--- config.mk ---
export PLATFORM = sky130hd
export DESIGN_NAME = nco_spi_interface_flat
export DESIGN_NICKNAME = d
export VERILOG_FILES = /design/src/rtl/nco_spi_interface_if.sv /design/src/rtl/nco_spi_interface.sv /design/src/flat_wrapper.sv
export SDC_FILE = /design/constraint.sdc
export NUM_CORES = 1
export LEC_CHECK = 0
export ABC_CLOCK_PERIOD_IN_PS = 3230
export CAP_MARGIN = 40
export CORE_MARGIN = 2
export CORE_UTILIZATION = 30
export DETAILED_ROUTE_END_ITERATION = 8
export PLACE_DENSITY = 0.51
export SLEW_MARGIN = 20
export SYNTH_ARGS = -nofsm -noshare
export SYNTH_HDL_FRONTEND = slang
export SYNTH_SLANG_ARGS = --single-unit
export TNS_END_PERCENT = 10
--- constraint.sdc ---
create_clock -name i_clock -period 3.23 [get_ports i_clock]
set_input_delay 0.323 -clock i_clock [delete_from_list [all_inputs] [get_ports i_clock]]
set_output_delay 0.323 -clock i_clock [all_outputs]
set_load 0.05 [all_outputs]
--- src/rtl/nco_spi_interface_if.sv ---
// SPI pin and parallel-word bundle for nco_spi_interface.
//   i_SCLK, i_CS, i_MOSI : SPI pins driven by the host (master side)
//   o_MISO               : SPI readback data driven by the slave
//   r_parallel_output    : live receive shift register
//   r_parallel_output_latch : last complete word, consumed by the NCO core
interface nco_spi_interface_if #(
  parameter int unsigned WORD_WIDTH = 32
);
  logic                  i_SCLK;
  logic                  i_CS;
  logic                  i_MOSI;
  logic                  o_MISO;
  logic [WORD_WIDTH-1:0] r_parallel_output;
  logic [WORD_WIDTH-1:0] r_parallel_output_latch;

  modport master (
    output i_SCLK, i_CS, i_MOSI,
    input  o_MISO, r_parallel_output, r_parallel_output_latch
  );

  modport slave (
    input  i_SCLK, i_CS, i_MOSI,
    output o_MISO, r_parallel_output, r_parallel_output_latch
  );
endinterface

--- src/rtl/nco_spi_interface.sv ---
// SPI mode-0 slave (MSB first) delivering NCO tuning words.
// SCLK/CS/MOSI are oversampled in the i_clock domain through 2-flop
// synchronizers; a third SCLK/CS stage provides edge detection.
// Ports:
//   i_clock : system clock, rising edge
//   i_reset : asynchronous, active-high reset
//   spi     : slave modport (pins in, MISO and parallel words out)
module nco_spi_interface #(
  parameter int unsigned WORD_WIDTH = 32
) (
  input logic               i_clock,
  input logic               i_reset,
  nco_spi_interface_if.slave spi
);
  localparam int unsigned CW = $clog2(WORD_WIDTH) + 1;
  localparam logic [CW-1:0] LAST_BIT = CW'(WORD_WIDTH - 1);

  logic sclk_s1, sclk_s2, sclk_s3;
  logic cs_s1, cs_s2, cs_s3;
  logic mosi_s1, mosi_s2;

  logic [WORD_WIDTH-1:0] shift_q;
  logic [WORD_WIDTH-1:0] latch_q;
  logic [WORD_WIDTH-1:0] tx_q;
  logic [CW-1:0]         bit_cnt;
  // Set when a word completes inside a frame so the next SCLK fall reloads
  // tx with the freshly latched word instead of shifting.
  logic                  reload_pending;

  logic sclk_rise, sclk_fall, cs_fall;

  assign sclk_rise = sclk_s2 & ~sclk_s3;
  assign sclk_fall = ~sclk_s2 & sclk_s3;
  assign cs_fall   = ~cs_s2 & cs_s3;

  always_ff @(posedge i_clock or posedge i_reset) begin
    if (i_reset) begin
      sclk_s1        <= 1'b0;
      sclk_s2        <= 1'b0;
      sclk_s3        <= 1'b0;
      cs_s1          <= 1'b1;
      cs_s2          <= 1'b1;
      cs_s3          <= 1'b1;
      mosi_s1        <= 1'b0;
      mosi_s2        <= 1'b0;
      shift_q        <= '0;
      latch_q        <= '0;
      tx_q           <= '0;
      bit_cnt        <= '0;
      reload_pending <= 1'b0;
    end else begin
      sclk_s1 <= spi.i_SCLK;
      sclk_s2 <= sclk_s1;
      sclk_s3 <= sclk_s2;
      cs_s1   <= spi.i_CS;
      cs_s2   <= cs_s1;
      cs_s3   <= cs_s2;
      mosi_s1 <= spi.i_MOSI;
      mosi_s2 <= mosi_s1;

      // CS high takes priority, so an SCLK rise coinciding with CS rise is dropped.
      if (cs_s2) begin
        bit_cnt        <= '0;
        reload_pending <= 1'b0;
      end else if (cs_fall) begin
        bit_cnt        <= '0;
        tx_q           <= latch_q;
        reload_pending <= 1'b0;
      end else begin
        if (sclk_rise) begin
          shift_q <= {shift_q[WORD_WIDTH-2:0], mosi_s2};
          if (bit_cnt == LAST_BIT) begin
            latch_q        <= {shift_q[WORD_WIDTH-2:0], mosi_s2};
            bit_cnt        <= '0;
            reload_pending <= 1'b1;
          end else begin
            bit_cnt <= bit_cnt + 1'b1;
          end
        end
        if (sclk_fall) begin
          if (reload_pending) begin
            tx_q           <= latch_q;
            reload_pending <= 1'b0;
          end else begin
            tx_q <= {tx_q[WORD_WIDTH-2:0], 1'b0};
          end
        end
      end
    end
  end

  assign spi.o_MISO                  = tx_q[WORD_WIDTH-1];
  assign spi.r_parallel_output       = shift_q;
  assign spi.r_parallel_output_latch = latch_q;
endmodule

--- src/flat_wrapper.sv ---
// flat-port wrapper written by rule: the top's interface ports become plain ports
module nco_spi_interface_flat 
#(
  parameter int unsigned WORD_WIDTH = 32
)
  (i_clock, i_reset, spi_i_SCLK, spi_i_CS, spi_i_MOSI, spi_o_MISO, spi_r_parallel_output, spi_r_parallel_output_latch);
  nco_spi_interface_if #(.WORD_WIDTH(WORD_WIDTH)) spi_i ();
  input logic i_clock;
  input logic i_reset;
  input wire logic [$bits(spi_i.i_SCLK)-1:0] spi_i_SCLK;
  input wire logic [$bits(spi_i.i_CS)-1:0] spi_i_CS;
  input wire logic [$bits(spi_i.i_MOSI)-1:0] spi_i_MOSI;
  output wire logic [$bits(spi_i.o_MISO)-1:0] spi_o_MISO;
  output wire logic [$bits(spi_i.r_parallel_output)-1:0] spi_r_parallel_output;
  output wire logic [$bits(spi_i.r_parallel_output_latch)-1:0] spi_r_parallel_output_latch;
  assign spi_i.i_SCLK = spi_i_SCLK;
  assign spi_i.i_CS = spi_i_CS;
  assign spi_i.i_MOSI = spi_i_MOSI;
  assign spi_o_MISO = spi_i.o_MISO;
  assign spi_r_parallel_output = spi_i.r_parallel_output;
  assign spi_r_parallel_output_latch = spi_i.r_parallel_output_latch;
  nco_spi_interface #(.WORD_WIDTH(WORD_WIDTH)) u_core (.i_clock(i_clock), .i_reset(i_reset), .spi(spi_i));
endmodule
## Word level (Yosys, flattened, before mapping)

Index checks and enable logic that the tools add are counted.
W data, S select, Z words.

| storage, ports and cells | value |
|---|---|
| register bits after elaboration | 111 |
| input port bits | 5 |
| output and inout bits | 65 |
| logic and storage cells | 40 |

| operators by class | value |
|---|---|
| add/subtract/negate cells | 1 |
| equal/unequal tests | 1 |
| mux-type cells | 13 |
| bitwise logic cells | 7 |
| reduce and logical (&&, ||, !) cells | 5 |

Operators with widths:

| operator | count |
|---|---|
| $mux W32 | 3 |
| $mux W6 | 4 |
| $add A6 B1 Y6 const B | 1 |
| $eq A6 B5 Y1 const B | 1 |
| $mux W1 | 6 |
| $not A1 Y1 | 4 |
| $reduce_and A4 Y1 | 1 |
| $and A1 B1 Y1 | 3 |
| $reduce_and A3 Y1 | 1 |
| $reduce_bool A3 Y1 | 1 |
| $reduce_and A2 Y1 | 1 |
| $reduce_bool A2 Y1 | 1 |

## Logic depth before layout (Yosys ltp)

| depth | value |
|---|---|
| depth in word-level cells | 7 |
| gate-level depth with buffers | 7 |
| mapped depth without buffers | 4 |

## Least setup slack after synthesis

Ideal clock, no wire load.

| timing | value |
|---|---|
| path kind | register -> register |
| from | register u_core.bit_cnt[0] |
| to | register u_core.latch_q[0], in the netlist u_core.spi.r_parallel_output_latch[0] |
| library setup time | 0.125 ns |
| data arrival time | 1.533 ns |
| required time | 3.105 ns |
| setup slack | 1.571 ns |
| stages on the path, launching flop included | 7 |
| path buffers | 2 |
| clock period less this slack | 1.659 ns |
| cell sequence | dfrtp_1 > ha_1 > nor3b_2 > and2_4 > buf_8 > buf_12 > mux2_4 |

| on the way | value |
|---|---|
| word-level cells in the longest chain between the ends | 2 |

RTL lines:

| item | line | source |
|---|---|---|
| start, declared | nco_spi_interface.sv:25 | `logic [CW-1:0] bit_cnt;` |
| start signal, assigned | nco_spi_interface.sv:77 | `bit_cnt <= bit_cnt + 1'b1;` |
| $eq A6 B5 Y1 | nco_spi_interface.sv:72 | `if (bit_cnt == LAST_BIT) begin` |
| $reduce_and A4 Y1 (no line) | - |  |
| end signal, assigned | nco_spi_interface.sv:73 | `latch_q <= {shift_q[WORD_WIDTH-2:0], mosi_s2};` |
| end, declared | nco_spi_interface.sv:23 | `logic [WORD_WIDTH-1:0] latch_q;` |

No other way between the ends.
A chain may end at the register's enable or synchronous reset.

## Final worst setup path

| timing | value |
|---|---|
| from | register u_core.bit_cnt[0] |
| to | register u_core.latch_q[31], in the netlist u_core.spi.r_parallel_output_latch[31] |

Same word-level chain as after synthesis.

==> results.txt <==
The width of the die was 127.4 um; the number of nets produced by synthesis was 330. The clock passes through at most 2 buffers. Post-detailed-route wirelength per cell: 14.40 um. The internal power of the cells totals 2.027 mW. The run finished with clean final reports. In this run the mean area of a mapped cell was 14.10 um2. The number of routed nets with antenna violations was 0; the number of gates resized after cts was 0. The proportion of register bits with asynchronous set or reset after synthesis is 100.0%. The final worst-path cycle share was 65.31%; the clock share of power was 36.8%. The worst register-to-register path has a depth of 4.

STA classifies the critical path endpoint as a flip-flop. The number of antenna diodes is 0, and the share of final-layout standard cells stronger than drive strength 1 is 23.81%. Setup total negative slack on the finished layout was measured at 0 ns. The flip-flop and latch count after synthesis was 111; the critical path required time was 3.47 ns. The clock net in this run drives a total of 111 sinks.

Combinational logic burns 9.4% of the power. The initial utilization of the core area, before any placement, comes to 30.40%. For this run, the number of Yosys warnings is 0.

The run gives 587 as the post-route non-filler standard cell count. Fill cells in the final layout number 1424. The total number of placement rows came out at 45. The capture point of the worst reg-to-reg path is u_core.spi.r_parallel_output_latch[31].

The number of max-cap violations was 0; the number of flops mapped to enable cells by yosys was 0. The final routed wirelength across all metal layers was 8454 um. Setup repair after global routing left no endpoint under its margin. For this run, the total global-route usage over all layers was measured as 11.43%. The slew of the pin with the lowest slew margin came out at 0.6839 ns. For the sum of internal, switching and leakage power, the log shows 2.693 mW. From synthesis to final layout, the design area changed by 25.93%. The post-detailed-route DRC marker count is 0.

The category of the most critical setup path is reg2reg. Synthesis produced 324 cells. Across all register-to-register paths, the minimum setup slack is 1.12 ns. Final weighted congestion in routability-driven placement: 0.6747. The clock period minus worst slack works out to 2.110 ns. After legalization and detailed placement, the total HPWL measured 5547 um. The floorplan die area came out at 16230 um2. The worst hold path belongs to the class reg2reg. The final layout contains 400 nets. The first global-routing pass estimated 14610 um of wire. OpenSTA, run right after detailed placement, puts the worst setup slack at 1.104 ns.

The multi-input combinational cells in the finished layout cover a total of 1668 um2. Summed over all nets, the switching power comes to 0.6656 mW. For this design the static power due to leakage is 2.660 nW. The number of H-tree levels came out at 3.

Worst reg2reg path startpoint: u_core.bit_cnt[0]. The number of buffers inserted by port buffering works out to 69. The first detailed-routing pass took 5 iterations.

The clock latency on the worst-skew pair is 0.35 ns. The tools report the number of setup buffers added after CTS as 0. The tools report the cell area after synthesis as 4569 um2. The number of pins with negative max-slew slack in the final report came out at 0.

The register area was 2781 um2; the worst-case hold slack was 0.3510 ns. In this run, post-CTS hold repair placed 0 buffers. In this run, the number of DRC markers left after iteration 0 of detailed routing was 95.

The maximum ir drop on the vdd rail was 0.3421 mV. In this run the worst path has a maximum fanout of 32. Derived from the worst setup path, the maximum achievable clock frequency is 0.4740 GHz. Library cell used as clock root buffer: clkbuf_16. The relative slew slack was 54.31%. Portion of total power attributed to sequential cells: 53.8%.

Initial antenna violation count: 0. Vias after detailed routing: 2653. After layout, the worst setup slack is 1.120 ns. TritonCTS built the clock tree.

The number of buffers created by CTS is 9, and the fraction of power spent switching nets is 24.72%. The run gives 0 as the number of hold-slack violations in the final timing report. Final number of setup-violating endpoints: 0. The number of global-route vias before repair is 2814, and the number of top-level pins is 70. The clock arrives with 0.005262 ns of skew. The end point of the critical path was u_core.spi.r_parallel_output_latch[31]. The leading register cell type out of synthesis was dfrtp_1. The core region is 15030 um2. The worst setup path is launched from a flip-flop.

Tracing the worst setup path back leads to its startpoint at u_core.bit_cnt[0]. The via density per instance is 4.520, and the clock transition at the registers of the reported paths is 0.07 ns. The logs give 60.87% for the sequential fraction of the synthesis area and 0 for the global route total overflow.

From bottom edge to top edge, the die measures 127.4 um. The power density over cell area was 468.0 nW/um2. The netlist uses 31 different library cells. The pin count of the biggest net entering global routing was 46. Data arrives at the worst endpoint at 2.35 ns. For the post-placement cell count, the log shows 569.
-- cells by family after synthesis --
group | Yosys count | share of synthesized area [%]
flip-flops | 111 | 60.87
multiplexers | 96 | 25.25
AND/OR/NAND/NOR | 55 | 5.476
AO/OA/AOI/OAI | 40 | 4.628
buffers and inverters | 19 | 3.122
XOR/XNOR | 2 | 0.3834
adder cells (fa/ha/maj) | 1 | 0.2738
-- synth_stat cells, drive strengths merged (2+ instances only) --
library cell	number	area [um2]
dfrtp	108	2703
mux2	64	833.3
nand2	37	138.9
o21ai	33	165.2
mux2i	32	320.3
buf	11	112.6
clkbuf	6	22.52
nor2	6	30.03
a21oi	4	20.02
dfstp	3	78.83
nor2b	3	18.77
inv	2	7.510
nand2b	2	12.51
xor2	2	17.52
-- worst min path at each step --
stage | start | to | slack (ns) | depth (start not counted)
floorplan | spi_i_CS | u_core.cs_s1 | 0.33 | 0
global placement | u_core.mosi_s1 | u_core.mosi_s2 | 0.33 | 0
detailed placement | u_core.mosi_s1 | u_core.mosi_s2 | 0.34 | 0
CTS | u_core.mosi_s1 | u_core.mosi_s2 | 0.35 | 0
global route | u_core.sclk_s1 | u_core.sclk_s2 | 0.36 | 0
finish | u_core.mosi_s1 | u_core.mosi_s2 | 0.35 | 0
-- layout make-up --
| class | count | area share [%] |
|---|---|---|
| clock buffer | 11 | 4.044 |
| tap | 188 | 4.088 |
| timing repair buffer | 76 | 13.92 |
| sequential | 111 | 48.34 |
| clock inverter | 5 | 0.4349 |
| inverter | 2 | 0.1957 |
| multi-input combinational | 194 | 28.98 |
-- flip-flops by register name, summed over array words and instances (netlist names), 6 cells and up --
| name | count |
|---|---|
| u_core.bit_cnt | 6 |
| u_core.spi.r_parallel_output | 32 |
| u_core.spi.r_parallel_output_latch | 32 |
| u_core.tx_q | 32 |
-- metal layers --
layer / global-route usage [%] / up-vias / part of all wire [%]
li1: - / 1269 / -
met1: 15.34 / 1315 / 48
met2: 17.08 / 54 / 45
met3: 3.894 / 15 / 5.4
met4: 4.460 / 0 / 1.9
met5: 0 / - / 0
-- per-stage QoR --
step	util [%]	area, um2
finish	38.28	5754
global route	38.28	5754
CTS	37.96	5707
detailed placement	36.25	5449
global placement	36.25	5449
floorplan	-	4573
-- cell usage in the layout, fill, tap and decap left out, types with 2 or more instances in the layout --
master and instances:
mux2_4 30, xor2_1 2, clkbuf_16 9, o21ai_0 32, dfrtp_1 108, nand2b_1 2
nor2_1 5, nand2_1 37, buf_4 3, dfstp_2 3, a21oi_1 3, mux2_2 34
buf_12 3, clkinv_2 5, clkdlybuf4s50_1 69, clkbuf_1 2, mux2i_1 32, nor2b_1 3
-- power groups by stage --
| stage | Clock, mW | Sequential (mW) | Combinational (mW) |
|---|---|---|---|
| 2_1_floorplan | 0 | 1.55 | 0.0840 |
| 3_3_place_gp | 0 | 1.47 | 0.248 |
| 3_5_place_dp | 0 | 1.48 | 0.249 |
| 4_1_cts | 1.03 | 1.45 | 0.250 |
| 5_1_grt | 1.10 | 1.45 | 0.271 |
| 6_report | 0.991 | 1.45 | 0.253 |
-- worst max-delay path, stage by stage (launching register included) --
cell,delay [ns]
dfrtp_1,0.43
ha_1,0.23
nor3b_2,0.29
and2_4,0.64
mux2_2,0.40
Note: power is estimated with default switching activity, not from simulation.
